==> src/rtl/instr_fetch.sv <==
// -----------------------------------------------------------------------------
// instr_fetch
//
// Instruction fetch front end. It issues word-aligned reads to a
// single-outstanding-request memory and queues the returned words in a small
// in-order buffer. The core consumes the buffer with a valid/ready handshake.
// Redirects (taken branch or jump) flush the buffer and retarget the fetch pc.
// A redirect that lands while a read is still in flight parks the FSM in
// DISCARD until that read retires, and the read's data is dropped.
//
// Parameters
//   RESET_PC    first fetch address after reset
//   DEPTH       instruction-buffer entries (2, 4 or 8)
//
// Ports
//   clk          clock; all state changes on the rising edge
//   rst          synchronous, active-high reset
//   redirect     one-cycle pulse: the core took a branch or jump
//   redirect_pc  new fetch target (bits [1:0] are ignored)
//   instr_ready  core accepts the head entry this cycle
//   instruction  head instruction word
//   instr_pc     address of the head instruction
//   instr_valid  head entry valid
//   mem_addr     memory read address
//   mem_read     memory read request
//   mem_busy     memory not done; data is valid when mem_read & ~mem_busy
//   mem_rdata    memory read data
//
// Optional build macro FETCH_PERF_EN adds two counter outputs:
//   fetch_count  [31:0] number of pops, wraps
//   flush_count  [15:0] number of redirects, saturates at 16'hFFFF
// -----------------------------------------------------------------------------
module instr_fetch #(
  parameter logic [31:0] RESET_PC = 32'h0000_0000,
  parameter int          DEPTH    = 2
) (
  input  logic        clk,
  input  logic        rst,
  input  logic        redirect,
  input  logic [31:0] redirect_pc,
  input  logic        instr_ready,
  output logic [31:0] instruction,
  output logic [31:0] instr_pc,
  output logic        instr_valid,
  output logic [31:0] mem_addr,
  output logic        mem_read,
  input  logic        mem_busy,
  input  logic [31:0] mem_rdata
`ifdef FETCH_PERF_EN
  ,
  output logic [31:0] fetch_count,
  output logic [15:0] flush_count
`endif
);

  // Count needs one extra bit so that "full" (== DEPTH) is representable.
  localparam int            CW      = $clog2(DEPTH) + 1;
  localparam logic [CW-1:0] DEPTH_C = CW'(DEPTH);

  typedef enum logic [1:0] {
    FETCH   = 2'd0,
    STALL   = 2'd1,
    DISCARD = 2'd2
  } state_t;

  state_t               state_reg;
  logic [31:0]          pc_reg;
  logic [31:0]          mem_addr_reg;
  logic                 mem_read_reg;
  logic [CW-1:0]        count_reg;
  logic                 valid_reg;

  // Buffer storage; entry 0 is always the head, so the outputs come straight
  // from registers and a pop is a one-position shift toward entry 0.
  logic [DEPTH-1:0][31:0] buf_pc_reg;
  logic [DEPTH-1:0][31:0] buf_data_reg;
  logic [DEPTH-1:0][31:0] buf_pc_next;
  logic [DEPTH-1:0][31:0] buf_data_next;

  logic                 completion;
  logic                 push;
  logic                 pop;
  logic                 hold_request;
  logic [CW-1:0]        count_next;
  logic [CW-1:0]        wr_idx;
  logic [31:0]          pc_inc;
  logic [31:0]          fetch_pc_next;
  logic [31:0]          redirect_target;

  assign redirect_target = redirect_pc & 32'hFFFF_FFFC;
  assign pc_inc          = pc_reg + 32'd4;

  // A read retires in any cycle the request is up and memory is not busy.
  assign completion   = mem_read_reg & ~mem_busy;
  assign hold_request = mem_read_reg & mem_busy;

  // Only a retiring read issued from FETCH carries live data; in DISCARD the
  // data belongs to a pre-redirect address, and a redirect this cycle drops it.
  assign push = completion & (state_reg == FETCH) & ~redirect;
  assign pop  = valid_reg & instr_ready;

  assign count_next    = count_reg + CW'(push) - CW'(pop);
  assign fetch_pc_next = push ? pc_inc : pc_reg;

  // When a pop and a push coincide the new word lands one slot lower,
  // behind the surviving entries after the shift.
  assign wr_idx = count_reg - CW'(pop);

  genvar gi;
  generate
    for (gi = 0; gi < DEPTH; gi++) begin : g_entry
      logic [31:0] shift_pc;
      logic [31:0] shift_data;

      if (gi < DEPTH - 1) begin : g_mid
        assign shift_pc   = pop ? buf_pc_reg[gi+1]   : buf_pc_reg[gi];
        assign shift_data = pop ? buf_data_reg[gi+1] : buf_data_reg[gi];
      end else begin : g_last
        assign shift_pc   = buf_pc_reg[gi];
        assign shift_data = buf_data_reg[gi];
      end

      assign buf_pc_next[gi]   = (push && (wr_idx == CW'(gi))) ? pc_reg    : shift_pc;
      assign buf_data_next[gi] = (push && (wr_idx == CW'(gi))) ? mem_rdata : shift_data;
    end
  endgenerate

  // Entries beyond count are don't-care; a redirect only clears the count.
  always_ff @(posedge clk) begin
    if (rst) begin
      buf_pc_reg   <= '0;
      buf_data_reg <= '0;
    end else begin
      buf_pc_reg   <= buf_pc_next;
      buf_data_reg <= buf_data_next;
    end
  end

  // Control FSM. mem_read/mem_addr are registered: the value chosen at an
  // edge is what memory sees for the whole following cycle.
  always_ff @(posedge clk) begin
    if (rst) begin
      // Any in-flight request is simply abandoned; no DISCARD after reset.
      state_reg    <= FETCH;
      pc_reg       <= RESET_PC;
      mem_addr_reg <= RESET_PC;
      mem_read_reg <= 1'b0;
      count_reg    <= '0;
      valid_reg    <= 1'b0;
    end else if (redirect) begin
      count_reg <= '0;
      valid_reg <= 1'b0;
      pc_reg    <= redirect_target;
      if (hold_request) begin
        // The old request must stay on the bus until memory finishes;
        // its data will be thrown away. Also covers redirect in DISCARD.
        state_reg <= DISCARD;
      end else begin
        // Nothing in flight (or it retires now and is dropped): restart
        // immediately at the new target on an empty buffer.
        state_reg    <= FETCH;
        mem_read_reg <= 1'b1;
        mem_addr_reg <= redirect_target;
      end
    end else begin
      count_reg <= count_next;
      valid_reg <= (count_next != '0);
      pc_reg    <= fetch_pc_next;
      case (state_reg)
        FETCH: begin
          if (hold_request) begin
            state_reg <= FETCH;
          end else if (count_next < DEPTH_C) begin
            state_reg    <= FETCH;
            mem_read_reg <= 1'b1;
            mem_addr_reg <= fetch_pc_next;
          end else begin
            // Buffer full: stop requesting until the core drains an entry.
            state_reg    <= STALL;
            mem_read_reg <= 1'b0;
            mem_addr_reg <= fetch_pc_next;
          end
        end
        STALL: begin
          if (pop) begin
            state_reg    <= FETCH;
            mem_read_reg <= 1'b1;
            mem_addr_reg <= pc_reg;
          end
        end
        DISCARD: begin
          if (!mem_busy) begin
            // Stale read retired; pc_reg already holds the redirect target.
            state_reg    <= FETCH;
            mem_read_reg <= 1'b1;
            mem_addr_reg <= pc_reg;
          end
        end
        default: begin
          state_reg    <= FETCH;
          mem_read_reg <= 1'b0;
        end
      endcase
    end
  end

  assign instruction = buf_data_reg[0];
  assign instr_pc    = buf_pc_reg[0];
  assign instr_valid = valid_reg;
  assign mem_addr    = mem_addr_reg;
  assign mem_read    = mem_read_reg;

`ifdef FETCH_PERF_EN
  logic [31:0] fetch_count_reg;
  logic [15:0] flush_count_reg;

  // A pop in the same cycle as a redirect still delivered an instruction,
  // so it is counted.
  always_ff @(posedge clk) begin
    if (rst) begin
      fetch_count_reg <= '0;
      flush_count_reg <= '0;
    end else begin
      if (pop) begin
        fetch_count_reg <= fetch_count_reg + 32'd1;
      end
      if (redirect && (flush_count_reg != 16'hFFFF)) begin
        flush_count_reg <= flush_count_reg + 16'd1;
      end
    end
  end

  assign fetch_count = fetch_count_reg;
  assign flush_count = flush_count_reg;
`endif

endmodule

==> config.mk <==
export PLATFORM = sky130hd
export DESIGN_NAME = instr_fetch
export DESIGN_NICKNAME = d
export VERILOG_FILES = /design/src/rtl/instr_fetch.sv
export SDC_FILE = /design/constraint.sdc
export NUM_CORES = 1
export LEC_CHECK = 0
export CORE_MARGIN = 4
export CORE_UTILIZATION = 56
export DETAILED_ROUTE_END_ITERATION = 8
export PLACE_DENSITY = 0.85
export RECOVER_POWER = 50
export SYNTH_ARGS = -nofsm -noshare
export SYNTH_HDL_FRONTEND = slang
export SYNTH_SLANG_ARGS = --single-unit
==> constraint.sdc <==
create_clock -name clk -period 4.81 [get_ports clk]
set_input_delay 0.7215 -clock clk [delete_from_list [all_inputs] [get_ports clk]]
set_output_delay 0.7215 -clock clk [all_outputs]
set_load 0.005 [all_outputs]
==> results of run 1 <==
==> worst max-delay path, stage by stage <==
cell and delay (ps):
dlygate4sd3_1 620, and4bb_1 650, inv_1 500, nor4_1 1130
a31oi_1 180, nor3b_1 330, o41ai_1 90
==> cells by family after synthesis <==
group / after synthesis / share of synthesized area, %
xor gates and xnor gates: 39 / 3.92
other: 1 / 0.0430
DFF: 190 / 43.7
muxes: 4 / 0.474
AOI/OAI and AO/OA: 241 / 19.6
buffers and inverters: 127 / 5.76
and+or+nand+nor: 509 / 25.4
adders and majority gates: 8 / 1.15
==> area by class of cell <==
class                   count  share of cell area [%]
clock buffers              17                    3.94
clock inverters            15                    1.38
inverters                  12                   0.418
multi-input cells         805                    41.1
flip-flops and latches    190                    35.3
well taps                 188                    2.18
repair buffers            174                    15.7
==> metal layers <==
metal / wire length, um / GRT usage, % / vias to the layer above
met4: 679 / 10.9 / 0
met2: 11000 / 42.5 / 345
met5: 0 / 0 / -
met3: 1780 / 5.06 / 57
met1: 10600 / 36.2 / 4027
li1: - / - / 4084
==> report_power, final <==
part | total [mW] | internal (mW) | switching, mW
Clock | 1.37 | 0.691 | 0.681
Sequential | 1.72 | 1.65 | 0.0752
Combinational | 0.404 | 0.201 | 0.203
Total | 3.50 | 2.54 | 0.960
==> synthesized netlist by cell type, types with 3 or more instances <==
cell	count
nand2_1	277
dfxtp_1	190
nor2_1	106
clkbuf_1	97
a21oi_1	72
a311oi_1	68
nand3_1	27
nand4_1	23
xor2_1	20
a211oi_1	19
o21ai_0	19
xnor2_1	19
nor3_1	16
nor4_1	13
and3_1	12
inv_1	10
o21a_1	9
a31oi_1	8
ha_1	8
o41ai_1	8
or3_1	7
buf_1	6
buf_2	6
a21boi_0	5
and4_1	5
o31ai_1	5
buf_4	4
nor2b_1	4
o211ai_1	4
or4_1	4
a2111oi_0	3
a31o_2	3
mux2i_1	3
nand2b_1	3
nor3b_1	3
o211a_1	3
==> metrics by stage <==
step | power, mW | hold slack [ps] | worst slack, ps
after global routing | 3.62 | 473 | 632
after global placement | 2.17 | 442 | 1110
after floorplan | 1.95 | 437 | 1940
final | 3.50 | 455 | 810
after CTS | 3.53 | 457 | 1470
after detailed placement | 2.18 | 447 | 1010
==> worst min-delay path by stage <==
stage,start,end,depth (start not counted),slack (ps)
CTS,g_entry[1].shift_data[23],g_entry[1].shift_data[23],2,460
global placement,g_entry[1].shift_data[24],g_entry[1].shift_data[24],2,440
global route,g_entry[1].shift_data[18],g_entry[1].shift_data[18],2,470
detailed placement,g_entry[1].shift_data[23],g_entry[1].shift_data[23],2,450
finish,g_entry[1].shift_pc[3],g_entry[1].shift_pc[3],2,460
floorplan,g_entry[1].shift_data[0],g_entry[1].shift_data[0],2,440
==> summary.txt, run 1 <==
Clock network
  • Hold_buf cts: 0
  • Reg clk slew, reported paths: 70 ps
  • Worst skew pair latency: 430 ps
  • Root buffer cell: clkbuf_16
  • Inserted Clock Buffers: 17
  • CTS Sinks: 190
  • H-tree level count: 4
  • Postcts setup bufs: 0
  • Max Root-Sink Buffers: 2
  • Post_cts resized: 0
  • CTS tree: done

Critical path
  • Critical path arrival: 4240 ps
  • Worst EP required: 5050 ps
  • Worst Setup End Kind: flop
  • Critical Path Fanout Max: 25
  • R2R setup slack: 1110 ps
  • Reg2reg path depth: 8
  • Reg-to-Reg End: mem_addr[27]
  • CP Launch Type: primary input
  • Setup crit end: mem_addr[27]
  • Worst setup path startpoint: redirect
  • CP Class: in2reg
  • FF-to-FF Start: state_reg[0]

Status
  • Status: finished with violations
  • Failing checks: max-capacitance violations, max-slew violations

Logic synthesis
  • Synth area leader: dfxtp_1
  • Top post-synthesis cells by area: dfxtp_1 (44%), nand2_1 (12%), a311oi_1 (6.8%), nor2_1 (4.6%), clkbuf_1 (4.2%)
  • Post-synthesis sequential area ratio: 43.7%
  • Syn Inst Count: 1119
  • Synth async-reset ratio: 0%
  • Post-synth EDFFs: 0
  • Top cell type's share of synthesized area: 43.7%
  • #FFs+latches synth: 190
  • Ys Warns: 0
  • Netlist cell types: 57
  • Primary FF master, synth: dfxtp_1
  • Mapped Avg Cell Area: 7.79 um^2
  • Synth Cell Area: 8710 um^2

Route
  • First-pass iteration count of the detailed router: 5
  • Remaining DRCs: 0
  • Vias: 8513
  • Routed Wire Length: 24.1 mm
  • WL/cell: 17.2 um
  • Final ANT Viol Nets: 0
  • DRT iter0 DRCs: 805
  • Routed vias/inst: 6.08

STA
  • Worst Max-Slew Pin Slew: 2210 ps
  • Minimum clock period: 4000 ps
  • Max-Slew Margin vs Limit: -48.8%
  • Fmax: 0.250 GHz
  • Worst Skew: 7.09 ps
  • RSZ-0062 raised after global routing: no
  • Final Hold Fails: 0
  • Final Max Slew Viols: 117
  • Final setup TNS: 0 ps
  • Final Setup Violations: 0
  • Final Cycle Share: 83.2%

Layout
  • Final instance area: 10800 um^2
  • Commonest non-fill, non-tap cells in the layout: nand2_1 (275), dfxtp_1 (190), nor2_1 (106), dlygate4sd3_1 (95), a21oi_1 (72)
  • Syn-to-layout area delta: 23.8%
  • Final core occ: 71.0%
  • Nets: 1277
  • Sequential cell area: 3800 um^2
  • FILL cells: 1214
  • Most common cell after layout, fill and taps aside: nand2_1
  • Post-Layout Cell Count: 1401
  • Share of layout cells above drive strength 1: 4.78%
  • Area of the multi-input gates: 4440 um^2
  • ANT cells: 0

Global routing
  • Initial antenna violation count: 0
  • Vias in the first global route: 7808
  • Total global-route track usage: 26.8%
  • First-pass GRT wire length: 39.3 mm
  • Total grt overflow: 0
  • Largest net degree at the start of global routing: 101

Placement
  • Placer Congestion: 0.930
  • Buffers on Ports: 160
  • Cells after DPL: 1369
  • Cell area after placement: 10200 um^2
  • HPWL after detailed placement: 15.3 mm

Floorplan
  • Row Count: 45
  • Core ar.: 15200 um^2
  • Die area: 17600 um^2
  • Initial core utilization: 57.3%
  • DIE HEIGHT: 133 um
  • I/O Pins: 167
  • Die Wd: 133 um

Pwr
  • Pwr/cell area: 324 nW/um^2
  • Peak supply drop: 0.257 mV
  • Leakage power: 3.91 nW

Flow run
  • Max_cap viols: 3

Min path
  • Hold/Removal Path Class: reg2reg
Power figures use the tool's default switching activity.
==> run 2, diff against run 1 <==
--- a/config.mk
+++ b/config.mk
@@ -6,9 +6,9 @@
 export NUM_CORES = 1
 export LEC_CHECK = 0
 export CORE_MARGIN = 4
-export CORE_UTILIZATION = 56
+export CORE_UTILIZATION = 47
 export DETAILED_ROUTE_END_ITERATION = 8
-export PLACE_DENSITY = 0.85
+export PLACE_DENSITY = 0.76
 export RECOVER_POWER = 50
 export SYNTH_ARGS = -nofsm -noshare
 export SYNTH_HDL_FRONTEND = slang
==> constraint.sdc (replaced) <==
create_clock -name clk -period 3.45 [get_ports clk]
set_input_delay 0.5175 -clock clk [delete_from_list [all_inputs] [get_ports clk]]
set_output_delay 0.5175 -clock clk [all_outputs]
set_load 0.005 [all_outputs]
==> run 2 against run 1 <==
The run now ends clean. Design area grew 1.8%. Global-route usage down 3.6 points. Die area increased by 18%. Register-to-register slack got worse by 460 ps. Largest power group unchanged.
==> summary.txt, run 2 (synthesized netlist as in run 1, its figures left out) <==
Clock network
  • Max Root-Sink Buffers: 2 (unchanged)
  • Postcts setup bufs: 0 (unchanged)
  • Worst skew pair latency: 430 ps (about the same)
  • H-tree level count: 4 (unchanged)
  • Reg clk slew, reported paths: 70 ps (about the same)
  • Root buffer cell: clkbuf_16
  • Inserted Clock Buffers: 17 (unchanged)
  • CTS tree: done
  • Hold_buf cts: 0 (unchanged)
  • CTS Sinks: 190 (unchanged)
  • Post_cts resized: 0 (unchanged)

Min path
  • Hold/Removal Path Class: reg2reg
  • Worst hold path depth: 2 (unchanged)

Floorplan
  • I/O Pins: 167 (unchanged)
  • Die area: 20800 um^2 (+18%)
  • Row Count: 49 (+8.9%)
  • Initial core utilization: 48.2% (-9.1 points)
  • Core ar.: 18100 um^2 (+19%)
  • Die Wd: 144 um (+8.6%)
  • DIE HEIGHT: 144 um (+8.6%)

Critical path
  • CP Launch Type: primary input
  • CP Class: in2reg
  • Critical Path Fanout Max: 7 (-72%)
  • Worst Setup End Kind: flop
  • Critical path arrival: 3170 ps (-1070 ps)
  • Cell family with most CP delay: simple AND/OR/NAND/NOR gates
  • CP Buf/Inv Count: 2 (unchanged)
  • Slowest CP cell: or4_1
  • Crit path largest cell delay: 700 ps (-430 ps)
  • Crit path depth: 7 (unchanged)
  • Reg2reg path depth: 13 (+5)
  • CP Cell Sequence: dlygate4sd3_1, and4bb_2, inv_1, or4_1, or4b_1, and4_1, a31o_1
  • Worst EP required: 3780 ps (-1270 ps)

STA
  • Minimum clock period: 2840 ps
  • Worst Skew: 8.05 ps (+0.961 ps)
  • Fmax: 0.352 GHz
  • Final setup TNS: 0 ps (unchanged)
  • Final Setup Violations: 0 (unchanged)
  • Final Hold Fails: 0 (unchanged)
  • Worst hold slack: 454 ps (-1.25 ps)
  • Worst Max-Slew Pin Slew: 947 ps (-1270 ps)
  • Max-Slew Margin vs Limit: 36.9% (+86 points)
  • RSZ-0062 raised after global routing: no
  • Final Cycle Share: 82.5%
  • Final Max Slew Viols: 0 (-100%)

Route
  • Final ANT Viol Nets: 0 (unchanged)
  • WL/cell: 16.8 um (-2.4%)
  • Vias: 8375 (-1.6%)
  • Remaining DRCs: 0 (unchanged)
  • First-pass iteration count of the detailed router: 5 (unchanged)
  • Routed vias/inst: 5.75 (-5.3%)
  • DRT iter0 DRCs: 728 (-9.6%)
  • Routed Wire Length: 24.4 mm (+1.5%)

Placement
  • Buffers on Ports: 160 (unchanged)
  • Placer Congestion: 0.912 (-2.0%)
  • Cell area after placement: 10400 um^2 (+2.0%)
  • HPWL after detailed placement: 15.9 mm (+4.0%)

Global routing
  • Met2 global-route usage: 37.6% (-4.9 points)
  • Met3 GRT Util: 4.63% (-0.43 points)
  • Largest net degree at the start of global routing: 92 (-8.9%)
  • Total grt overflow: 0 (unchanged)
  • Vias in the first global route: 7738 (-0.90%)
  • Global route hottest layer: met2
  • Total global-route track usage: 23.2% (-3.6 points)
  • Met1 Use GR: 31.8% (-4.4 points)
  • Initial antenna violation count: 0 (unchanged)
  • First-pass GRT wire length: 39.4 mm (+0.12%)

Layout
  • Syn-to-layout area delta: 26.0%
  • ANT cells: 0 (unchanged)
  • Most common cell after layout, fill and taps aside: nand2_1
  • Share of layout cells above drive strength 1: 5.79% (+1.0 points)
  • Nets: 1291 (+1.1%)
  • Commonest non-fill, non-tap cells in the layout: nand2_1 (275), dfxtp_1 (190), nor2_1 (106), dlygate4sd3_1 (95), a21oi_1 (72)
  • Final core occ: 60.7% (-10 points)
  • FILL cells: 1617 (+33%)
  • Final instance area: 11000 um^2 (+1.8%)

Pwr
  • Clk pwr share: 39.4% (+0.2 points)
  • Peak supply drop: 0.303 mV (+18%)
  • P_int: 3.62 mW (+43%)
  • Switching share of power: 26.2% (-1.2 points)
  • Comb power frac: 11.7% (+0.2 points)
  • Flop pwr share: 48.8% (-0.4 points)
  • Pwr/cell area: 447 nW/um^2 (+38%)
  • Switching power: 1.29 mW (+34%)
  • Leakage power: 3.99 nW (+2.0%)

Flow run
  • Max_cap viols: 0 (-3)

Status
  • Status: finished, final reports clean
==> run 2: cell types whose count changed in the layout (fill, tap and decap cells not counted), moves of 2 or more <==
| cell | before | now |
|---|---|---|
| buf_12 | 0 | 3 |
| buf_4 | 12 | 23 |
| clkbuf_1 | 2 | 4 |
| clkinv_4 | 0 | 3 |
| clkinv_8 | 2 | 0 |
| inv_8 | 4 | 1 |
==> run 2: final timing paths <==
path	endpoint	slack (ps)	start
setup / recovery	mem_addr[14]	610	redirect
hold / removal	g_entry[1].shift_data[19]	450	g_entry[1].shift_data[19]
setup reg to reg	mem_read	650	state_reg[0]
hold reg to reg	g_entry[1].shift_data[19]	450	g_entry[1].shift_data[19]
==> run 2: worst register-to-register path, cell delays in order (launching register included) <==
cell      delay (ps)
dfxtp_1          400
inv_1             80
ha_1             270
and4bb_2         260
inv_1            150
buf_4            270
ha_1             270
inv_1             50
ha_1             140
xnor2_1          130
xnor2_1          180
o21ai_0          110
a211oi_1         260
nor3_1            70
==> run 2: power by group through the flow <==
stage,combinational [mW],sequential (mW),clock [mW]
2_1_floorplan,0.322,2.40,0
3_3_place_gp,0.597,2.45,0
3_5_place_dp,0.603,2.45,0
4_1_cts,0.608,2.40,1.97
5_1_grt,0.635,2.41,2.06
6_report,0.576,2.40,1.94
==> run 2: final cells by class <==
class | count | area (um^2) | area share (%)
Sequential cell | 190 | 3800 | 34.6
Clock inverter | 12 | 126 | 1.15
Clock buffer | 20 | 447 | 4.07
Timing Repair Buffer | 188 | 1840 | 16.7
Tap cell | 229 | 287 | 2.61
Inverter | 12 | 45.0 | 0.410
Multi-Input combinational cell | 805 | 4440 | 40.4
==> run 2: metrics by stage <==
| stage | instances | power, mW | worst slack [ps] |
|---|---|---|---|
| after detailed placement | 1424 | 3.05 | 293 |
| after global routing | 1456 | 5.10 | 384 |
| after floorplan | 1122 | 2.72 | 642 |
| after CTS | 1456 | 4.97 | 685 |
| final | 1456 | 4.91 | 605 |
| after global placement | 1424 | 3.05 | 326 |
==> run 2: routing by layer <==
metal	vias up	share of wire, %	routed length (um)
met3	29	6.0	1470
met2	284	47	11400
li1	4100	-	-
met5	-	0	0
met4	0	1.5	368
met1	3962	46	11200
==> run 3, diff against run 2 <==
--- a/config.mk
+++ b/config.mk
@@ -6,9 +6,9 @@
 export NUM_CORES = 1
 export LEC_CHECK = 0
 export CORE_MARGIN = 4
-export CORE_UTILIZATION = 47
+export CORE_UTILIZATION = 52
 export DETAILED_ROUTE_END_ITERATION = 8
-export PLACE_DENSITY = 0.76
+export PLACE_DENSITY = 0.8
 export RECOVER_POWER = 50
 export SYNTH_ARGS = -nofsm -noshare
 export SYNTH_HDL_FRONTEND = slang
==> constraint.sdc (replaced) <==
create_clock -name clk -period 2.79 [get_ports clk]
set_input_delay 0.4185 -clock clk [delete_from_list [all_inputs] [get_ports clk]]
set_output_delay 0.4185 -clock clk [all_outputs]
set_load 0.005 [all_outputs]
==> run 3 against run 2 <==
First-iteration DRC count grew 8.4%. Sequential power is 23% higher. Routed wire length is essentially flat. Critical path depth rose by 1. Largest power group unchanged. Combinational power rose by 31%. Critical path type is now reg2reg. Core utilization is 6.9 points higher. Clock skew decreased by 0.82 ps. Sequential share of layout area fell by 0.62 points. Highest routed layer unchanged.
==> summary.txt, run 3 (synthesized netlist as in run 1, its figures left out) <==
Critical path
  • Reg2reg path depth: 8 (-5)
  • R2R setup slack: 190 ps (-460 ps)
  • Crit path largest cell delay: 630 ps (-70 ps)
  • Worst EP required: 3110 ps (-670 ps)
  • Worst setup path startpoint: state_reg[0]
  • CP Class: reg2reg
  • Worst Setup End Kind: flop
  • Slowest CP cell: or4_1
  • Critical Path Fanout Max: 5 (-2)
  • FF-to-FF Start: state_reg[0]
  • Critical path arrival: 2920 ps (-250 ps)
  • CP Buf/Inv Count: 2 (unchanged)
  • Setup crit end: mem_addr[22]
  • Cell family with most CP delay: simple AND/OR/NAND/NOR gates
  • Reg-to-Reg End: mem_addr[22]
  • CP Cell Sequence: inv_1, ha_1, and4bb_2, inv_2, or4_1, nor4_1, mux2_2, o41ai_1
  • Crit path depth: 8 (+1)
  • CP Launch Type: flop

STA
  • Final Max Slew Viols: 0 (unchanged)
  • Fmax: 0.384 GHz
  • Worst hold slack: 402 ps (-52.5 ps)
  • Final Hold Fails: 0 (unchanged)
  • Max-Slew Margin vs Limit: 46.7% (+9.8 points)
  • Final Cycle Share: 93.3%
  • Final Setup Violations: 0 (unchanged)
  • Worst Skew: 7.23 ps (-0.817 ps)
  • RSZ-0062 raised after global routing: no
  • Worst Max-Slew Pin Slew: 799 ps (-147 ps)
  • Minimum clock period: 2600 ps

Pwr
  • Peak supply drop: 0.478 mV (+58%)
  • Comb power frac: 12.4% (+0.7 points)
  • Switching share of power: 25.4% (-0.85 points)
  • Switching power: 1.56 mW (+21%)
  • Leakage power: 4.12 nW (+3.3%)
  • Flop pwr share: 48.3% (-0.5 points)
  • P_int: 4.57 mW (+26%)
  • Pwr/cell area: 548 nW/um^2 (+22%)
  • Clk pwr share: 39.4% (about the same)

Min path
  • Hold/Removal Path Class: in2reg

Layout
  • Syn-to-layout area delta: 28.3%
  • ANT cells: 0 (unchanged)
  • Area of the multi-input gates: 4430 um^2 (-0.17%)
  • Post-Layout Cell Count: 1472 (+1.1%)
  • Commonest non-fill, non-tap cells in the layout: nand2_1 (276), dfxtp_1 (190), nor2_1 (106), dlygate4sd3_1 (94), a21oi_1 (72)
  • Nets: 1317 (+2.0%)
  • Sequential cell area: 3800 um^2 (unchanged)
  • Share of layout cells above drive strength 1: 7.59% (+1.8 points)
  • Most common cell after layout, fill and taps aside: nand2_1
  • FILL cells: 1350 (-17%)

Placement
  • HPWL after detailed placement: 16.0 mm (+0.80%)
  • Buffers on Ports: 160 (unchanged)
  • Cells after DPL: 1441 (+1.2%)
  • Placer Congestion: 0.943 (+3.4%)

Clock network
  • Root buffer cell: clkbuf_16
  • Reg clk slew, reported paths: 70 ps (about the same)
  • Inserted Clock Buffers: 17 (unchanged)
  • CTS Sinks: 190 (unchanged)
  • H-tree level count: 4 (unchanged)
  • Post_cts resized: 0 (unchanged)
  • Max Root-Sink Buffers: 2 (unchanged)
  • Postcts setup bufs: 0 (unchanged)
  • CTS tree: done
  • Worst skew pair latency: 430 ps (about the same)
  • Hold_buf cts: 0 (unchanged)

Floorplan
  • Core ar.: 16500 um^2 (-8.6%)
  • I/O Pins: 167 (unchanged)
  • Row Count: 47 (-4.1%)
  • DIE HEIGHT: 137 um (-4.7%)
  • Die Wd: 137 um (-4.7%)
  • Initial core utilization: 52.7% (+4.6 points)
  • Die area: 18900 um^2 (-9.1%)

Route
  • Remaining DRCs: 0 (unchanged)
  • DRT iter0 DRCs: 789 (+8.4%)
  • Routed vias/inst: 5.81 (+0.98%)
  • Routed Wire Length: 24.4 mm (about the same)
  • Final ANT Viol Nets: 0 (unchanged)
  • Vias: 8550 (+2.1%)
  • First-pass iteration count of the detailed router: 5 (unchanged)
  • WL/cell: 16.6 um (-1.1%)

Global routing
  • Largest net degree at the start of global routing: 173 (+88%)
  • Total grt overflow: 0 (unchanged)
  • Vias in the first global route: 7822 (+1.1%)
  • Initial antenna violation count: 0 (unchanged)
  • Total global-route track usage: 25.8% (+2.5 points)
  • First-pass GRT wire length: 39.4 mm (+0.11%)

Status
  • Status: finished, final reports clean

Flow run
  • Max_cap viols: 0 (unchanged)
==> run 3: cell count changes in the layout (fill, tap and decap cells not counted), moves of 2 or more <==
cell and delta:
buf_12 +2, clkbuf_4 +2, buf_4 +20, clkinv_2 +3, clkinv_4 -2
==> run 3: worst min path at each step <==
stage                        startpoint                        to  slack [ps]  depth (start not counted)
2_1_floorplan  g_entry[1].shift_data[0]  g_entry[1].shift_data[0]         440                          2
3_3_place_gp    g_entry[1].shift_pc[17]   g_entry[1].shift_pc[17]         440                          2
3_5_place_dp    g_entry[1].shift_pc[10]   g_entry[1].shift_pc[10]         450                          2
4_1_cts                             rst                pc_reg[26]         390                          3
5_1_grt                             rst                pc_reg[26]         400                          3
6_report                            rst                pc_reg[26]         400                          3
==> run 3: layout make-up <==
cell class	count	area share, %
flip-flops and latches	190	34.0
clock buffers	19	3.96
inverters	12	0.403
well taps	220	2.46
multi-input cells	805	39.6
repair buffers	214	18.3
clock inverters	12	1.20
==> run 3: worst register-to-register path: stages, from the launching register on <==
cell and delay (ps):
dfxtp_1 350, inv_1 100, ha_1 160, and4bb_2 250
inv_2 60, or4_1 630, nor4_1 240, mux2_2 370
o41ai_1 330
==> run 3: through the flow <==
stage | worst slack, ps | util [%] | TNS [ps] | instance area [um^2] | total power, mW
CTS | 177 | 68.0 | 0 | 11200 | 6.20
detailed placement | -191 | 64.5 | -782 | 10700 | 3.80
global placement | -107 | 64.5 | -444 | 10700 | 3.79
global route | 16.8 | 67.7 | 0 | 11200 | 6.35
floorplan | 78.6 | - | 0 | 8730 | 3.37
finish | 188 | 67.7 | 0 | 11200 | 6.12
==> run 3: power by group through the flow <==
stage,Sequential [mW],Combinational [mW],Clock (mW)
floorplan,2.97,0.399,0
global placement,3.02,0.779,0
detailed placement,3.02,0.788,0
CTS,2.96,0.795,2.44
global route,2.97,0.829,2.55
finish,2.96,0.757,2.41
==> run 3: layer usage <==
layer | GRT usage (%) | vias to the layer above | routed length (um)
li1 | - | 4160 | -
met1 | 36.4 | 3990 | 10900
met2 | 39.8 | 359 | 11100
met3 | 4.16 | 41 | 1910
met4 | 9.20 | 0 | 515
met5 | 0 | - | 0
